### src/rtl/store_queue_pkg.sv
// Shared types for the store queue: index/address/data types, store widths,
// per-entry state and the execute-write packet from the memory FU.
package store_queue_pkg;
  localparam int SQ_DEPTH = 8;
  localparam int IDX_W    = $clog2(SQ_DEPTH);

  typedef logic [IDX_W-1:0] STOREQ_IDX;
  typedef logic [31:0]      ADDR;
  typedef logic [31:0]      DATA;

  typedef enum logic [1:0] {STORE_BYTE, STORE_HALF, STORE_WORD, STORE_DOUBLE} MEM_FUNC;
  typedef enum logic [1:0] {FREE, ALLOC, READY, COMMITTED} SQ_STATE;

  typedef struct packed {
    logic      valid;
    ADDR       addr;
    DATA       data;
    STOREQ_IDX store_queue_idx;
  } EXECUTE_STOREQ_ENTRY;

  typedef struct packed {
    SQ_STATE state;
    MEM_FUNC func;
    ADDR     addr;
    DATA     data;
  } sq_entry_t;

  // Doubles cover an aligned 8-byte span, everything else an aligned word.
  function automatic logic addr_match(MEM_FUNC f, ADDR store_addr, ADDR load_addr);
    if (f == STORE_DOUBLE) return (store_addr >> 3) == (load_addr >> 3);
    return (store_addr >> 2) == (load_addr >> 2);
  endfunction
endpackage

### src/rtl/store_queue_if.sv
// Dispatch / execute / lookup / retire / dcache-drain signals of the store queue.
interface store_queue_if import store_queue_pkg::*; ();
  logic                alloc_valid;
  MEM_FUNC             alloc_func;
  logic                alloc_ready;
  STOREQ_IDX           alloc_idx;
  EXECUTE_STOREQ_ENTRY exec_entry;
  logic                lookup_valid;
  ADDR                 lookup_addr;
  STOREQ_IDX           lookup_sq_tail;
  logic                forward_valid;
  DATA                 forward_data;
  logic                forward_stall;
  logic                retire_valid;
  logic                flush;
  logic                dcache_store_valid;
  ADDR                 dcache_store_addr;
  DATA                 dcache_store_data;
  MEM_FUNC             dcache_store_func;
  logic                dcache_store_accept;
  logic                sq_empty;

  modport master (
    output alloc_valid, alloc_func, exec_entry, lookup_valid, lookup_addr, lookup_sq_tail,
           retire_valid, flush, dcache_store_accept,
    input  alloc_ready, alloc_idx, forward_valid, forward_data, forward_stall,
           dcache_store_valid, dcache_store_addr, dcache_store_data, dcache_store_func, sq_empty
  );

  modport slave (
    input  alloc_valid, alloc_func, exec_entry, lookup_valid, lookup_addr, lookup_sq_tail,
           retire_valid, flush, dcache_store_accept,
    output alloc_ready, alloc_idx, forward_valid, forward_data, forward_stall,
           dcache_store_valid, dcache_store_addr, dcache_store_data, dcache_store_func, sq_empty
  );
endinterface

### src/rtl/store_queue_forward_search.sv
// Load-side forwarding search: youngest older store matching the load address,
// plus the stall decision. Only built when SQ_FORWARD_EN is defined.
`ifdef SQ_FORWARD_EN
module sq_forward_search import store_queue_pkg::*; (
  input  sq_entry_t [SQ_DEPTH-1:0] entries,
  input  STOREQ_IDX                head_idx,
  input  logic                     lookup_valid,
  input  ADDR                      lookup_addr,
  input  STOREQ_IDX                lookup_sq_tail,
  output logic                     forward_valid,
  output DATA                      forward_data,
  output logic                     forward_stall
);
  STOREQ_IDX span;
  STOREQ_IDX idx;
  logic      unknown, hit;
  MEM_FUNC   hit_func;
  DATA       hit_data;

  assign span = lookup_sq_tail - head_idx;

  // Walk oldest to youngest so the last hit left standing is the youngest.
  always_comb begin
    unknown  = 1'b0;
    hit      = 1'b0;
    hit_func = STORE_BYTE;
    hit_data = '0;
    idx      = '0;
    for (int i = 0; i < SQ_DEPTH; i++) begin
      idx = head_idx + STOREQ_IDX'(i);
      if (STOREQ_IDX'(i) < span) begin
        if (entries[idx].state == ALLOC) begin
          unknown = 1'b1;
        end else if (entries[idx].state != FREE &&
                     addr_match(entries[idx].func, entries[idx].addr, lookup_addr)) begin
          hit      = 1'b1;
          hit_func = entries[idx].func;
          hit_data = entries[idx].data;
        end
      end
    end
  end

  assign forward_stall = lookup_valid && (unknown || (hit && hit_func != STORE_WORD));
  assign forward_valid = lookup_valid && !unknown && hit && hit_func == STORE_WORD;
  assign forward_data  = forward_valid ? hit_data : '0;
endmodule
`endif

### src/rtl/store_queue.sv
// Circular store queue: allocate at dispatch, capture at execute, commit on retire,
// drain to dcache in order. SQ_FORWARD_EN enables store-to-load forwarding.
module store_queue import store_queue_pkg::*; (
  input logic           clock,
  input logic           reset,
  store_queue_if.slave  sq
);
  typedef logic [IDX_W:0] ptr_t;

  ptr_t      head, commit_ptr, tail;
  ptr_t      head_n, commit_n, tail_n, count;
  STOREQ_IDX head_idx, commit_idx, tail_idx, exec_idx;
  sq_entry_t [SQ_DEPTH-1:0] entries, entries_n;
  logic      full, alloc_fire, drain_fire;

  assign head_idx   = head[IDX_W-1:0];
  assign commit_idx = commit_ptr[IDX_W-1:0];
  assign tail_idx   = tail[IDX_W-1:0];
  assign exec_idx   = sq.exec_entry.store_queue_idx;
  assign count      = tail - head;
  assign full       = (head_idx == tail_idx) && (head[IDX_W] != tail[IDX_W]);

  assign sq.alloc_ready = !full;
  assign sq.alloc_idx   = tail_idx;
  assign sq.sq_empty    = (count == '0);

  assign alloc_fire = sq.alloc_valid && !full && !sq.flush;

  assign sq.dcache_store_valid = (entries[head_idx].state == COMMITTED);
  assign sq.dcache_store_addr  = sq.dcache_store_valid ? entries[head_idx].addr : '0;
  assign sq.dcache_store_data  = sq.dcache_store_valid ? entries[head_idx].data : '0;
  assign sq.dcache_store_func  = sq.dcache_store_valid ? entries[head_idx].func : STORE_BYTE;
  assign drain_fire = sq.dcache_store_valid && sq.dcache_store_accept;

  // Updates are ordered so a same-cycle retire survives the flush and a
  // same-cycle exec write to a flushed entry is discarded.
  always_comb begin
    entries_n = entries;
    commit_n  = commit_ptr + ptr_t'(sq.retire_valid);
    head_n    = head + ptr_t'(drain_fire);
    tail_n    = sq.flush ? commit_n : tail + ptr_t'(alloc_fire);
    if (sq.exec_entry.valid && entries[exec_idx].state == ALLOC) begin
      entries_n[exec_idx].state = READY;
      entries_n[exec_idx].addr  = sq.exec_entry.addr;
      entries_n[exec_idx].data  = sq.exec_entry.data;
    end
    if (sq.retire_valid) entries_n[commit_idx].state = COMMITTED;
    if (sq.flush) begin
      for (int i = 0; i < SQ_DEPTH; i++)
        if (entries_n[i].state inside {ALLOC, READY}) entries_n[i] = '0;
    end
    if (drain_fire) entries_n[head_idx] = '0;
    if (alloc_fire) begin
      entries_n[tail_idx]       = '0;
      entries_n[tail_idx].state = ALLOC;
      entries_n[tail_idx].func  = sq.alloc_func;
    end
  end

  always_ff @(posedge clock or posedge reset) begin
    if (reset) begin
      head       <= '0;
      commit_ptr <= '0;
      tail       <= '0;
      entries    <= '0;
    end else begin
      head       <= head_n;
      commit_ptr <= commit_n;
      tail       <= tail_n;
      entries    <= entries_n;
    end
  end

  a_retire_ready: assert property (@(posedge clock) disable iff (reset)
    sq.retire_valid |-> entries[commit_idx].state == READY);

`ifdef SQ_FORWARD_EN
  sq_forward_search u_search (
    .entries        (entries),
    .head_idx       (head_idx),
    .lookup_valid   (sq.lookup_valid),
    .lookup_addr    (sq.lookup_addr),
    .lookup_sq_tail (sq.lookup_sq_tail),
    .forward_valid  (sq.forward_valid),
    .forward_data   (sq.forward_data),
    .forward_stall  (sq.forward_stall)
  );
`else
  // Without forwarding, a load simply waits for every older store to drain.
  assign sq.forward_valid = 1'b0;
  assign sq.forward_data  = '0;
  assign sq.forward_stall = sq.lookup_valid && (sq.lookup_sq_tail != head_idx);
`endif
endmodule

### src/flat_wrapper.sv
// flat-port wrapper written by rule: the top's interface ports become plain ports
module store_queue_flat import store_queue_pkg::*;
  (clock, reset, sq_alloc_valid, sq_alloc_func, sq_exec_entry, sq_lookup_valid, sq_lookup_addr, sq_lookup_sq_tail, sq_retire_valid, sq_flush, sq_dcache_store_accept, sq_alloc_ready, sq_alloc_idx, sq_forward_valid, sq_forward_data, sq_forward_stall, sq_dcache_store_valid, sq_dcache_store_addr, sq_dcache_store_data, sq_dcache_store_func, sq_sq_empty);
  store_queue_if sq_i ();
  input logic clock;
  input logic reset;
  input wire logic [$bits(sq_i.alloc_valid)-1:0] sq_alloc_valid;
  input wire logic [$bits(sq_i.alloc_func)-1:0] sq_alloc_func;
  input wire logic [$bits(sq_i.exec_entry)-1:0] sq_exec_entry;
  input wire logic [$bits(sq_i.lookup_valid)-1:0] sq_lookup_valid;
  input wire logic [$bits(sq_i.lookup_addr)-1:0] sq_lookup_addr;
  input wire logic [$bits(sq_i.lookup_sq_tail)-1:0] sq_lookup_sq_tail;
  input wire logic [$bits(sq_i.retire_valid)-1:0] sq_retire_valid;
  input wire logic [$bits(sq_i.flush)-1:0] sq_flush;
  input wire logic [$bits(sq_i.dcache_store_accept)-1:0] sq_dcache_store_accept;
  output wire logic [$bits(sq_i.alloc_ready)-1:0] sq_alloc_ready;
  output wire logic [$bits(sq_i.alloc_idx)-1:0] sq_alloc_idx;
  output wire logic [$bits(sq_i.forward_valid)-1:0] sq_forward_valid;
  output wire logic [$bits(sq_i.forward_data)-1:0] sq_forward_data;
  output wire logic [$bits(sq_i.forward_stall)-1:0] sq_forward_stall;
  output wire logic [$bits(sq_i.dcache_store_valid)-1:0] sq_dcache_store_valid;
  output wire logic [$bits(sq_i.dcache_store_addr)-1:0] sq_dcache_store_addr;
  output wire logic [$bits(sq_i.dcache_store_data)-1:0] sq_dcache_store_data;
  output wire logic [$bits(sq_i.dcache_store_func)-1:0] sq_dcache_store_func;
  output wire logic [$bits(sq_i.sq_empty)-1:0] sq_sq_empty;
  assign sq_i.alloc_valid = sq_alloc_valid;
  assign sq_i.alloc_func = sq_alloc_func;
  assign sq_i.exec_entry = sq_exec_entry;
  assign sq_i.lookup_valid = sq_lookup_valid;
  assign sq_i.lookup_addr = sq_lookup_addr;
  assign sq_i.lookup_sq_tail = sq_lookup_sq_tail;
  assign sq_i.retire_valid = sq_retire_valid;
  assign sq_i.flush = sq_flush;
  assign sq_i.dcache_store_accept = sq_dcache_store_accept;
  assign sq_alloc_ready = sq_i.alloc_ready;
  assign sq_alloc_idx = sq_i.alloc_idx;
  assign sq_forward_valid = sq_i.forward_valid;
  assign sq_forward_data = sq_i.forward_data;
  assign sq_forward_stall = sq_i.forward_stall;
  assign sq_dcache_store_valid = sq_i.dcache_store_valid;
  assign sq_dcache_store_addr = sq_i.dcache_store_addr;
  assign sq_dcache_store_data = sq_i.dcache_store_data;
  assign sq_dcache_store_func = sq_i.dcache_store_func;
  assign sq_sq_empty = sq_i.sq_empty;
  store_queue u_core (.clock(clock), .reset(reset), .sq(sq_i));
endmodule
### config.mk
export PLATFORM = sky130hd
export DESIGN_NAME = store_queue_flat
export DESIGN_NICKNAME = d
export VERILOG_FILES = /design/src/rtl/store_queue_pkg.sv /design/src/rtl/store_queue_if.sv /design/src/rtl/store_queue_forward_search.sv /design/src/rtl/store_queue.sv /design/src/flat_wrapper.sv
export SDC_FILE = /design/constraint.sdc
export NUM_CORES = 2
export LEC_CHECK = 0
export ABC_CLOCK_PERIOD_IN_PS = 22500
export BUFFER_PORTS_ARGS = -buffer_cell sky130_fd_sc_hd__buf_2
export CAP_MARGIN = 5
export CORE_ASPECT_RATIO = 1.75
export CORE_MARGIN = 5
export CORE_UTILIZATION = 62
export CTS_BUF_LIST = sky130_fd_sc_hd__clkbuf_4
export CTS_CLUSTER_SIZE = 20
export DETAILED_ROUTE_END_ITERATION = 6
export PLACE_DENSITY_LB_ADDON = 0.2
export SLEW_MARGIN = 20
export SYNTH_ARGS = -nofsm -noshare
export SYNTH_HDL_FRONTEND = slang
export SYNTH_HIERARCHICAL = 1
export SYNTH_SLANG_ARGS = --single-unit
### constraint.sdc
create_clock -name clock -period 22.5 [get_ports clock]
set_input_delay 0 -clock clock [delete_from_list [all_inputs] [get_ports clock]]
set_output_delay 0 -clock clock [all_outputs]
set_load 0.05 [all_outputs]
Word-level counts from Yosys, hierarchy flattened:

Cells that the tools add are included.

* shift-type cells: 0
* eq/ne operators: 21
* muxes and demuxes: 43
* bitwise gates (word level): 4
* order comparisons: 8
* divide/modulo/power cells: 0
* add/sub/neg operators: 4
* reductions and logical operators: 21
* multiply operators: 0

Operator list (count)
* $bwmux W544: 6
* $mux W544: 5
* $demux W68 S3: 8
* $and A544 B544 Y544: 2
* $not A544 Y544: 2
* $mux W68: 15
* $bmux W68 S3: 2
* $mux W32: 3
* $mux W66: 1
* $mux W64: 1
* $eq A2 B1 Y1 const B: 9
* $eq A2 B2 Y1 const B: 9
* $lt A3 B4 Y1 const B: 4
* $reduce_bool A2 Y1: 8
* $add A4 B1 Y4: 3
* $ge A3 B1 Y1 const B: 4
* $logic_and A1 B1 Y1: 10
* $logic_not A4 Y1: 1
* $mux W4: 1
* $sub A4 B4 Y4: 1
* $eq A3 B3 Y1: 1
* $ne A3 B3 Y1: 1
* $logic_not A1 Y1: 2
* $mux W2: 1
* $ne A1 B1 Y1: 1

* word-level logic and storage cells: 136
* input port bits: 112
* bits in latches: 0
* memories: 0
* bits in writable memories: 0
* memory bits (read-only): 0
* register bits after elaboration: 556

Logic depth before layout (Yosys ltp):

* word-level depth: 20
* gate-level depth with buffers: 13
* gate-level depth less buffers: 9

Least setup slack after synthesis:

OpenSTA, ideal clock, no wires.

* kind: flip-flop to output port
* from: reg u_core.head[0]
* to: out sq_dcache_store_data[14]
* cell stages (with the launch flop): 10
* data arrival time: 3.253 ns
* path slack: 19.247 ns
* required time: 22.500 ns
* path through: dfrtp_1 -> buf_4 -> buf_4 -> nor2b_1 -> nand2_1 -> buf_2 -> buf_2 -> buf_1 -> o22ai_1 -> nor4_1

* word-level cells in the longest chain between the ends: 4

RTL lines
* start, declared: line store_queue.sv:10 `ptr_t head, commit_ptr, tail;`
* start signal, assigned: line store_queue.sv:67 `head <= head_n;`
* $bmux W68 S3 *: line store_queue.sv:29, store_queue.sv:31
* $mux W68 (not written as such) *: line store_queue.sv:29 `assign sq.dcache_store_valid = (entries[head_idx].state == COMMITTED);`
* $eq A2 B2 Y1: line store_queue.sv:29
* $mux W32 *: line store_queue.sv:31 `assign sq.dcache_store_data = sq.dcache_store_valid ? entries[head_idx].data : '0;`
* end, declared: line flat_wrapper.sv:23 `output wire logic [$bits(sq_i.dcache_store_data)-1:0] sq_dcache_store_data;`

Every way passes the cells marked *; elsewhere a longest branch is shown, timed or not. The select of a mux whose other input is x is not followed.

Worst setup path after layout:

* from: reg u_core.head[2]
* to: out sq_dcache_store_addr[16]

* word-level cells in the longest chain between the ends: 4

RTL lines
* $bmux W68 S3 *: line store_queue.sv:29, store_queue.sv:30
* $mux W68 (not written as such) *: line store_queue.sv:29
* $eq A2 B2 Y1: line store_queue.sv:29
* $mux W32 *: line store_queue.sv:30 `assign sq.dcache_store_addr = sq.dcache_store_valid ? entries[head_idx].addr : '0;`
* end, declared: line flat_wrapper.sv:22 `output wire logic [$bits(sq_i.dcache_store_addr)-1:0] sq_dcache_store_addr;`

Marked as above.

==> run metrics <==
CTS Root Cell clkbuf_4; Synth Cell Area 26400 um2; DRT iter0 DRCs 2578; count leader, synth nand2_1; wire length per cell 24.2 um; layout cells sized above 1 0.148; antenna violations before repair 4; FILL cells 3308; Post-synth EDFFs 0; CTS buffer count 134; Synth Register Bits 556; drt first pass iters 7; final hold viol count 0; largest family of logic cells by synthesized area simple AND/OR/NAND/NOR gates; status finished with violations; commonest cells in the netlist nand2_1, dfrtp_1, a21oi_1; I/O pin count 218; Max rail drop VDD 0.126 mV; XOR/XNOR Fraction of Synth Area 0.00398; Starting Density 0.624; H-tree lvl count 4; failing checks DRC; Post-DRT Antenna Nets 0; global-route wire length before repair 139 mm; CP Class flop to primary output; Yosys top cell area share 0.527; Setup crit end kind primary output; Seq/Total Area, Yosys 0.527; FFs w/ async S/R, synth 1.00; crit path DAT 4.76 ns; GP Congestion 0.880; Hold Path Cell Cnt 4; crit-path cells inv_1 > or3_2 > buf_4 > o22ai_1 > or4_1 > nor2_1 > buf_2; HP Start sq_exec_entry[44]; Layout area overhead 13.9%; Max Fclk 210 MHz; die footprint 47000 um2; Clock Sinks 556; flop2flop setup slack 17.89 ns; Final Critical Period 4.76 ns; clock latency on the worst-skew pair 0.85 ns; crit path buf inv count 3; Crit path max-delay family buffers and inverters; Final Power 3.78 mW; Chip Height 283 um; Final period util 0.212; Compound-Gate Fraction of Synth Area 0.155; r2r endpoint u_core/entries[214]; Yosys cell types 60; setup violators final 0; Slew headroom 0.190; Total Routing Usage GR 0.372; Vias 24.1k; core area 42300 um2; pwr/cell area 126 nW/um2; Mean Syn Cell Area 9.23 um2; CTS max path bufs 3; Yosys warning total 6; fin cells 3678; Syn Inst Count 2860; Req. time, crit path 22.50 ns; largest area contributor in the netlist dfrtp_1; setup TNS 0 ns; worst-path maximum fanout 45; worst-margin pin slew 1.22 ns; Tightest Hold Check Type input pin to flop; post-synthesis mux area share 0.0784; CTS tree built; hpwl dp 43.0 mm; Startpoint Class flop; max_cap viols 0; final clock skew 0.0620 ns; DP Cell Count 3321; Synth area leaders dfrtp_1, nand2_1, mux2i_1; Adder-Cell Fraction of Synth Area 0.00882; R2R Path Start u_core/entries[66]; # DRC 1; Worst R2R Path Depth 10; Critical Path Max Stage Delay 0.74 ns; Core Rows 100; pin count of the biggest net entering global routing 186; sink of the worst hold path u_core/entries[177]; NumNets Final 3172; clock-pin slew of the registers on the worst-case setup and hold paths 0.07 ns; Die W 166 um; RSZ-0062 raised after global routing false; Most used DFF post-synth dfrtp_1; Post-Route WL 89.2 mm; Final Max Tran Viols 0; Port Buffer Count 152; gr ovfl total 0; vias per std cell 6.56; simple-gate area share of the yosys netlist 0.164; vias in the first global route 25.2k; Leak Pwr 13.9 nW; CP max stage cell buf_4
what timing repair did:
item	CTS	global route
hold buffers	144	0
gates resized for setup	0	0
hold endpoints to repair	669	0
buffers inserted	0	0
through the flow:
step                      setup slack [ns]   util  area, um2  hold slack (ns)
after floorplan                       6.95      -      26500            0.117
after global placement               18.19  0.638      27000            0.208
after detailed placement             18.10  0.638      27000            0.220
after CTS                            17.79  0.709      30000          0.00116
after global routing                 17.69  0.711      30100           0.0141
final                                17.74  0.711      30100           0.0361
worst max path at each step:
| stage | endpoint | slack [ns] | from | cells after the start |
|---|---|---|---|---|
| finish | sq_dcache_store_addr[16] | 17.74 | u_core/head[2] | 7 |
| global route | sq_dcache_store_addr[2] | 17.69 | u_core/head[2] | 7 |
| CTS | sq_dcache_store_addr[20] | 17.79 | u_core/head[2] | 7 |
| detailed placement | u_core/entries[214] | 18.10 | u_core/entries[542] | 10 |
| global placement | u_core/entries[206] | 18.19 | u_core/entries[66] | 10 |
| floorplan | u_core/commit_ptr[0] | 6.95 | reset | 1 |
cell type report:
cell class / instances / area (um2) / area share
inverter: 32 / 128 / 0.00424
clock inverter: 26 / 229 / 0.00762
timing repair buffer: 341 / 2600 / 0.0866
sequential: 556 / 13900 / 0.463
clock buffer: 181 / 1360 / 0.0452
multi-input combinational: 1977 / 11100 / 0.370
tap: 561 / 702 / 0.0233
antenna: 4 / 10.0 / 0.000333
layout by cell type (no fill, tap or decap), types with 5 or more instances in the layout:
master,count
inv_1,28
dfrtp_1,556
conb_1,33
buf_2,152
xnor2_1,5
a21oi_1,293
o22ai_1,203
nor4_1,36
nor3_1,13
nor2_1,245
o221ai_1,35
bufinv_16,5
o21ai_0,15
o22a_1,36
dlygate4sd3_1,144
or3_1,10
ha_1,17
nand3_1,8
nand2_1,664
mux2i_1,200
clkinv_1,20
or4_1,32
buf_4,39
nand2b_1,6
a21oi_2,40
xor2_1,7
clkbuf_4,181
a21o_1,7
cell families after synthesis:
family,count (synthesis)
fa+ha+maj,18
mux,204
simple gates,1051
buf+inv,359
other cells,1
xor+xnor,12
flops,556
compound gates,659
flip-flops by register name (all words and copies together), names as in the netlist:
signal,flops
u_core/commit_ptr,4
u_core/entries,544
u_core/tail,4
u_core/head,4
report_power, final:
| group | switching, mW | total [mW] | internal [mW] |
|---|---|---|---|
| Clock | 0.395 | 0.820 | 0.425 |
| Sequential | 0.100 | 1.22 | 1.12 |
| Combinational | 1.27 | 1.74 | 0.464 |
worst min-delay path, cell delays in order:
cell and delay, ns:
dlygate4sd3_1 0.53, buf_2 0.17, nand2_1 0.06, a21oi_1 0.05
layer usage:
| metal | global-route usage | vias up | wire length, um |
|---|---|---|---|
| li1 | - | 10200 | - |
| met1 | 0.450 | 11800 | 30800 |
| met2 | 0.613 | 1757 | 42900 |
| met3 | 0.0862 | 430 | 10300 |
| met4 | 0.216 | 0 | 5150 |
| met5 | 0 | - | 0 |
Power figures use the tool's default switching activity.
